`config.mk`:
```
export PLATFORM = sky130hd
export DESIGN_NAME = seg_scan_rx
export DESIGN_NICKNAME = d
export VERILOG_FILES = /design/src/rtl/seg_scan_rx.sv
export SDC_FILE = /design/constraint.sdc
export NUM_CORES = 1
export LEC_CHECK = 0
export CORE_MARGIN = 10
export CORE_UTILIZATION = 50
export DETAILED_ROUTE_END_ITERATION = 7
export PLACE_DENSITY_LB_ADDON = 0.1
export SYNTH_ARGS = -nofsm -noshare
export SYNTH_HDL_FRONTEND = slang
export SYNTH_SLANG_ARGS = --single-unit
```
`constraint.sdc`:
```
create_clock -name clk -period 3.9 [get_ports clk]
set_input_delay 0.78 -clock clk [delete_from_list [all_inputs] [get_ports clk]]
set_output_delay 0.78 -clock clk [all_outputs]
set_load 0.1 [all_outputs]
```
`src/rtl/seg_scan_rx.sv`:
```
// seg_scan_rx: receiver for a multiplexed 8-digit active-low seven-segment scan.
// Rebuilds the displayed hex digits and decimal points from the scan pins.
// Also flags completed frames, illegal segment codes, multi-anode patterns
// and a stalled scan.
module seg_scan_rx #(
  parameter int unsigned SETTLE  = 16,
  parameter int unsigned TIMEOUT = 65536
) (
  input  logic        clk,
  input  logic        rst,
  input  logic [7:0]  an,
  input  logic        ca,
  input  logic        cb,
  input  logic        cc,
  input  logic        cd,
  input  logic        ce,
  input  logic        cf,
  input  logic        cg,
  input  logic        dp,
  output logic [31:0] digits,
  output logic [7:0]  dps,
  output logic [7:0]  valid,
  output logic        frame_done,
  output logic        seg_err,
  output logic        an_err,
  output logic        lost
);

  localparam int unsigned    CW      = $clog2(SETTLE);
  localparam logic [CW-1:0]  CNT_MAX = CW'(SETTLE - 1);
  localparam int unsigned    TW      = $clog2(TIMEOUT + 1);
  localparam logic [TW-1:0]  T_MAX   = TW'(TIMEOUT);

  logic [15:0]   r_sync1, r_sync2, r_prev;
  logic [CW-1:0] r_cnt;
  logic          r_flag;
  logic [31:0]   r_digits;
  logic [7:0]    r_dps, r_valid, r_mask;
  logic          r_frame_done, r_seg_err, r_an_err, r_lost;
  logic [TW-1:0] r_tcnt;

  logic          w_changed, w_capture, w_cap_ok, w_onehot, w_multi, w_legal;
  logic [7:0]    w_a, w_bit, w_mask_nx;
  logic [6:0]    w_s;
  logic          w_p;
  logic [3:0]    w_val;
  logic [2:0]    w_idx;

  assign w_a       = ~r_sync2[15:8];
  assign w_s       = ~r_sync2[7:1];
  assign w_p       = ~r_sync2[0];
  assign w_changed = (r_sync2 != r_prev);
  assign w_capture = !w_changed && (r_cnt == CNT_MAX) && !r_flag;
  assign w_onehot  = $onehot(w_a);
  assign w_multi   = !w_onehot && (w_a != '0);
  assign w_cap_ok  = w_capture && w_onehot;
  assign w_bit     = 8'b1 << w_idx;
  assign w_mask_nx = r_mask | w_bit;

  // Two-flop synchronizer plus one-cycle history for change detection
  always_ff @(posedge clk or negedge rst) begin
    if (!rst) begin
      r_sync1 <= '0;
      r_sync2 <= '0;
      r_prev  <= '0;
    end else begin
      r_sync1 <= {an, ca, cb, cc, cd, ce, cf, cg, dp};
      r_sync2 <= r_sync1;
      r_prev  <= r_sync2;
    end
  end

  // Stability counter; flag starts set so the cleared synchronizer contents
  // are never mistaken for an all-anodes-lit pattern after reset
  always_ff @(posedge clk or negedge rst) begin
    if (!rst) begin
      r_cnt  <= '0;
      r_flag <= 1'b1;
    end else if (w_changed) begin
      r_cnt  <= '0;
      r_flag <= 1'b0;
    end else begin
      if (r_cnt != CNT_MAX) r_cnt <= r_cnt + 1'b1;
      if (w_capture)        r_flag <= 1'b1;
    end
  end

  // Segment code to hex value decode
  always_comb begin
    w_legal = 1'b1;
    w_val   = '0;
    case (w_s)
      7'b1111110: w_val = 4'h0;
      7'b0110000: w_val = 4'h1;
      7'b1101101: w_val = 4'h2;
      7'b1111001: w_val = 4'h3;
      7'b0110011: w_val = 4'h4;
      7'b1011011: w_val = 4'h5;
      7'b1011111: w_val = 4'h6;
      7'b1110000: w_val = 4'h7;
      7'b1111111: w_val = 4'h8;
      7'b1111011: w_val = 4'h9;
      7'b1110111: w_val = 4'hA;
      7'b0011111: w_val = 4'hB;
      7'b1001110: w_val = 4'hC;
      7'b0111101: w_val = 4'hD;
      7'b1001111: w_val = 4'hE;
      7'b1000111: w_val = 4'hF;
      default:    w_legal = 1'b0;
    endcase
  end

  // Index of the lit anode (meaningful only when exactly one is lit)
  always_comb begin
    w_idx = '0;
    for (int unsigned i = 0; i < 8; i++) begin
      if (w_a[i]) w_idx = 3'(i);
    end
  end

  // Digit, decimal point and valid registers updated on one-hot captures
  always_ff @(posedge clk or negedge rst) begin
    if (!rst) begin
      r_digits <= '0;
      r_dps    <= '0;
      r_valid  <= '0;
    end else if (w_cap_ok) begin
      r_digits[{w_idx, 2'b00} +: 4] <= w_legal ? w_val : 4'h0;
      r_valid[w_idx]                <= w_legal;
      r_dps[w_idx]                  <= w_p;
    end
  end

  // Frame mask and registered error/frame pulses
  always_ff @(posedge clk or negedge rst) begin
    if (!rst) begin
      r_mask       <= '0;
      r_frame_done <= 1'b0;
      r_seg_err    <= 1'b0;
      r_an_err     <= 1'b0;
    end else begin
      r_frame_done <= 1'b0;
      r_seg_err    <= w_cap_ok && !w_legal;
      r_an_err     <= w_capture && w_multi;
      if (w_cap_ok) begin
        if (&w_mask_nx) begin
          r_mask       <= '0;
          r_frame_done <= 1'b1;
        end else begin
          r_mask <= w_mask_nx;
        end
      end
    end
  end

  // Stall timeout: saturating counter cleared by every one-hot capture
  always_ff @(posedge clk or negedge rst) begin
    if (!rst) begin
      r_tcnt <= '0;
      r_lost <= 1'b0;
    end else begin
      if (w_cap_ok)             r_tcnt <= '0;
      else if (r_tcnt != T_MAX) r_tcnt <= r_tcnt + 1'b1;
      r_lost <= (r_tcnt == T_MAX);
    end
  end

  assign digits     = r_digits;
  assign dps        = r_dps;
  assign valid      = r_valid;
  assign frame_done = r_frame_done;
  assign seg_err    = r_seg_err;
  assign an_err     = r_an_err;
  assign lost       = r_lost;

endmodule

```
# Word-level counts from Yosys, hierarchy flattened
# Cells that the tools add are included.
# word_totals
regBits	130
input_bits	18
out_inout_bits	52
# op_classes
order_cmp	2
n_eq_ne	22
shifts	3
add_sub_neg	10
reduce_logical	17
bitwise	4
n_mux	24
# op_table
cell	n
== test 7 bit (second input constant)	12
one-hot mux 4 bit (15 select lines)	1
two-way mux 17 bit	2
bitwise mux 32 bit	1
variable shift 4 x 7 -> 32 bit (first input constant)	1
variable part select 4 x 7 -> 32 bit	1
== test 7 x 6 -> 1 bit (second input constant)	3
two-way mux 3 bit	6
adder 17 x 1 -> 17 bit (second input constant)	1
== test 17 bit (second input constant)	1
inequality test 17 bit (second input constant)	1
bitwise mux 8 bit	2
inequality test 16 bit	1
OR reduction 16 bit	1
two-way mux 4 bit	3
adder 1 x 1 -> 2 bit	4
two-way mux 8 bit	1
inverter 8 bit	1
OR 8 bit	1
AND reduction 8 bit	1
nonzero test 8 bit	1
left shift 1 x 3 -> 8 bit (first input constant)	1
== test 7 x 5 -> 1 bit (second input constant)	1
logical AND 1 bit	7
other kinds (15)	27

# Depth between registers and ports, before layout
# depth
depth_word	13
depth_mapped	13

# Least setup slack after synthesis
# OpenSTA, ideal clock, no wires.
# synth_path
kind	reg2reg
start	register r_sync2[8]
end	register r_digits[24], in the netlist digits[24]
period_less_slack_ps	4075
stages_incl_launch_ff	14
n_path_buf	1
t_required_ps	3775
path_slack_ps	-175
arrival_ps	3949
path_cell_list	dfrtp_1 -> fa_1 -> inv_1 -> fa_1 -> fa_1 -> ha_1 -> inv_1 -> fa_1 -> nand2_1 -> o41ai_4 -> and3_1 -> and3_1 -> buf_2 -> mux2_2
# synth_via
elab_chain_len	6
# synth_lines
element	line	text
start: declaration	34	logic [15:0] r_sync1, r_sync2, r_prev;
start signal: assignment	68	r_sync2 <= r_sync1;
inverter 8 bit	49	assign w_a = ~r_sync2[15:8];
adder 1 x 1 -> 2 bit (implied by the code)	54	assign w_onehot = $onehot(w_a);
adder 2 x 2 -> 3 bit (implied by the code)	54	
adder 3 x 3 -> 4 bit (implied by the code)	54	
== test 4 x 1 -> 1 bit	54	
logical AND 1 bit (*)	56	assign w_cap_ok = w_capture && w_onehot;
end signal: indexed assignment	128	r_digits[{w_idx, 2'b00} +: 4] <= w_legal ? w_val : 4'h0;
end: declaration	37	logic [31:0] r_digits;
# Every way passes the cells marked *; elsewhere a longest branch is shown, timed or not.
# A chain may end at the register's enable or synchronous reset.

# Worst setup path in the final report
# Same ends and word-level chain as after synthesis.

==> run metrics <==
First-pass DRT Iterations=4; total gr overflow=0; Crit Path Max Fanout=5; Post-Syn Instances=483; Largest stage delay, worst path=0.53 ns; Final Hold Violating Endpoints=0; initial antenna violation count=0; Post-synth EDFFs=0; Peak VDD IR=0.000538 V; unrepaired setup endpoints after global routing=yes; via count=3974; RR Endpoint=digits[24]; Final period util=105%; syn_nets=518; Sw Ratio=21.1%; share of layout cells above drive strength 1=20.2%; CTS clk-pin slew, worst paths=0.05 ns; CORE AREA=11500 µm²; Hold WC Path Type=reg2reg; post-synthesis sequential area ratio=55.2%; fmax=245 MHz; GRT Util Overall=16.6%; register area=3250 µm²; critical path class=reg2reg; Rows=39; vias per cell=5.47; Multi-input gate area=2520 µm²; final WL=13.1 mm; Max transition margin=32.9%; GP Congestion=0.808; Layout fillers=889; final worst slack=-0.190 ns; CTS Buf Count=17; LEAKAGE=3.62 nW; clk buf depth=2; first-pass GRT wire length=21.7 mm; Yosys warning total=0; Nets=607; largest net degree at the start of global routing=85; ys flop type=dfrtp_1; area growth from synthesis to layout=29.5%; Synth Register Bits=130; Least-Margin Pin Slew=1.00 ns; CTS tree=done; design area=7640 µm²; slowest stage cell, crit path=fa_1; Worst Path Required=4.20 ns; Iteration-0 DRC Markers=327; crit end category=flip-flop; CTS root buffer=clkbuf_16; die area=16500 µm²; number of diodes=0; Util after Layout=66.6%; clk sinks=130; max-slew violations=0; P_int=2.76 mW; Worst path most repeated cell=fa_1; Setup violations, final=47; Die Ht=129 µm; critical path, cell by cell=fa_1 > inv_1 > fa_1 > fa_1 > ha_2 > inv_2 > fa_1 > nand2_2 > o41ai_4 > buf_6 > and3_4 > and3_4 > mux2_2; placed insts=691; reg2reg start=r_sync2[8]; Tmin final=4.09 ns; die width=129 µm; Cell Pwr Density=459 nW/µm²; I/O pins=70; Post-DP HPWL=9.06 mm; setup TNS=-5.72 ns; Worst setup SP type=flip-flop; post-route insts no fill=727; status=complete, but fails checks; post-route ant nets=0; r2r worst-path depth=13; Cell Area, Synth=5900 µm²; NetSw=0.740 mW; initial core utilization=51.4%; H-tree depth=4; async set-reset flop share out of synthesis=100%; failing checks=negative setup slack; CP startpoint=r_sync2[8]; Avg Cell Area, Syn=12.2 µm²; Flop pwr share=40.1%; placed inst area=6810 µm²; Clk Latency, worst-skew pair=0.42 ns; Max-Cap Viols=0; Comb pwr share=8.2%; Avg WL per Cell=18.0 µm; pre-CTS WS=-0.201 ns; unique cell type count in the Yosys netlist=63; drt drc=0; Critical Path AT=4.39 ns; vias in the first global route=4177; Clock Power Share=51.7%; Port Buf Inserts=69; Worst Skew=0.00415 ns; crit path capture=digits[24]; reg-to-reg slack, setup=-0.19 ns
-- layout make-up --
type / instances / area share [%]
clock buffer: 21 / 6.29
clock inverter: 10 / 2.65
inverter: 29 / 1.43
multi-input combinational: 303 / 33.1
sequential: 130 / 42.6
tap: 143 / 2.34
timing repair buffer: 91 / 11.6
-- flip-flops by register name, indices dropped and copies added, names as in the netlist --
| register | flops |
|---|---|
| frame_done | 1 |
| digits | 32 |
| r_tcnt | 17 |
| r_sync2 | 16 |
| r_sync1 | 16 |
| r_flag | 1 |
| r_cnt | 4 |
| dps | 8 |
| valid | 8 |
| an_err | 1 |
| r_prev | 16 |
| seg_err | 1 |
| lost | 1 |
| r_mask | 8 |
-- per-stage QoR --
stage          hold WS [ns]  power, mW
2_1_floorplan         0.331       1.57
3_3_place_gp          0.334       1.66
3_5_place_dp          0.335       1.67
4_1_cts               0.346       3.51
5_1_grt               0.352       3.63
6_report              0.345       3.50
-- synth_stat cells, drive strengths merged, types with 2 or more instances --
| library cell | number | area [µm²] |
|---|---|---|
| xor2 | 12 | 105 |
| buf | 14 | 82.6 |
| mux2 | 40 | 450 |
| a311o | 2 | 20.0 |
| nor3b | 3 | 22.5 |
| nand3b | 4 | 30.0 |
| nand4 | 22 | 214 |
| nand2b | 4 | 25.0 |
| nand2 | 17 | 66.3 |
| or2 | 3 | 18.8 |
| nor4bb | 2 | 20.0 |
| and3 | 10 | 62.6 |
| a41oi | 7 | 61.3 |
| and2 | 7 | 43.8 |
| dfrtp | 129 | 3230 |
| and4b | 3 | 30.0 |
| and4 | 5 | 46.3 |
| nor4 | 5 | 46.3 |
| inv | 29 | 109 |
| fa | 4 | 80.1 |
| nor3 | 10 | 50.1 |
| nor2b | 4 | 25.0 |
| nand3 | 17 | 85.1 |
| nand4b | 2 | 23.8 |
| xnor2 | 21 | 184 |
| nor2 | 36 | 135 |
| nor4b | 5 | 58.8 |
| o21ai | 5 | 25.0 |
| a21oi | 11 | 55.1 |
| clkbuf | 7 | 27.5 |
| ha | 13 | 163 |
| mux2i | 12 | 120 |
| o211ai | 2 | 15.0 |
-- cell usage in the layout, fill, tap and decap left out, drive strengths merged, types with 12 or more instances in the layout --
| cell type | instances |
|---|---|
| nand4 | 22 |
| buf | 23 |
| nor2 | 36 |
| clkdlybuf4s50 | 68 |
| inv | 29 |
| clkbuf | 21 |
| nand2 | 17 |
| nand3 | 17 |
| dfrtp | 129 |
| mux2i | 12 |
| mux2 | 40 |
| xnor2 | 21 |
| xor2 | 12 |
| ha | 13 |
-- cells by family after synthesis --
logic type | after synthesis | share of synthesized area (%)
adder cells (fa/ha/maj) | 17 | 4.12
buffers and inverters | 50 | 3.71
AND/OR/NAND/NOR | 161 | 17.3
multiplexers | 52 | 9.68
AO/OA/AOI/OAI | 40 | 5.11
flip-flops | 130 | 55.2
XOR/XNOR | 33 | 4.90
-- power groups by stage --
stage / sequential, mW / combinational (mW) / clock, mW
6_report: 1.41 / 0.286 / 1.81
5_1_grt: 1.41 / 0.312 / 1.91
4_1_cts: 1.40 / 0.254 / 1.85
3_5_place_dp: 1.43 / 0.244 / 0
3_3_place_gp: 1.43 / 0.234 / 0
2_1_floorplan: 1.41 / 0.158 / 0
-- critical path: cells and delay by family, from the launching register on --
kind | cells | cell delay [ns]
muxes | 1 | 0.33
AOI/OAI and AO/OA | 1 | 0.29
buffers and inverters | 3 | 0.26
and+or+nand+nor | 3 | 0.48
adders and majority gates | 5 | 2.21
DFF | 1 | 0.39
-- what timing repair did --
item / 4_1_cts / 5_1_grt
endpoints found under the hold margin: 0 / 0
gates resized for setup: 7 / 26
pin swaps: 0 / 2
cloned: 0 / 1
hold buffers: 0 / 0
setup buffers: 1 / 3
endpoints found under the setup margin: 42 / 71
-- worst min-delay path by stage --
stage,end,cells past startpoint,from
after floorplan,r_sync2[0],0,r_sync1[0]
after global placement,r_sync2[7],0,r_sync1[7]
after detailed placement,r_sync2[10],0,r_sync1[10]
after CTS,r_sync2[6],0,r_sync1[6]
after global routing,r_sync2[6],0,r_sync1[6]
final,r_sync2[6],0,r_sync1[6]
-- routing by layer --
layer	vias to the layer above	part of all wire, %	GRT usage, %
met1	2011	43	20.2
met4	0	1.1	4.65
met5	-	0	0
met3	16	5.9	6.41
met2	74	50	27.0
li1	1873	-	-
(Power assumes the default switching activity.)
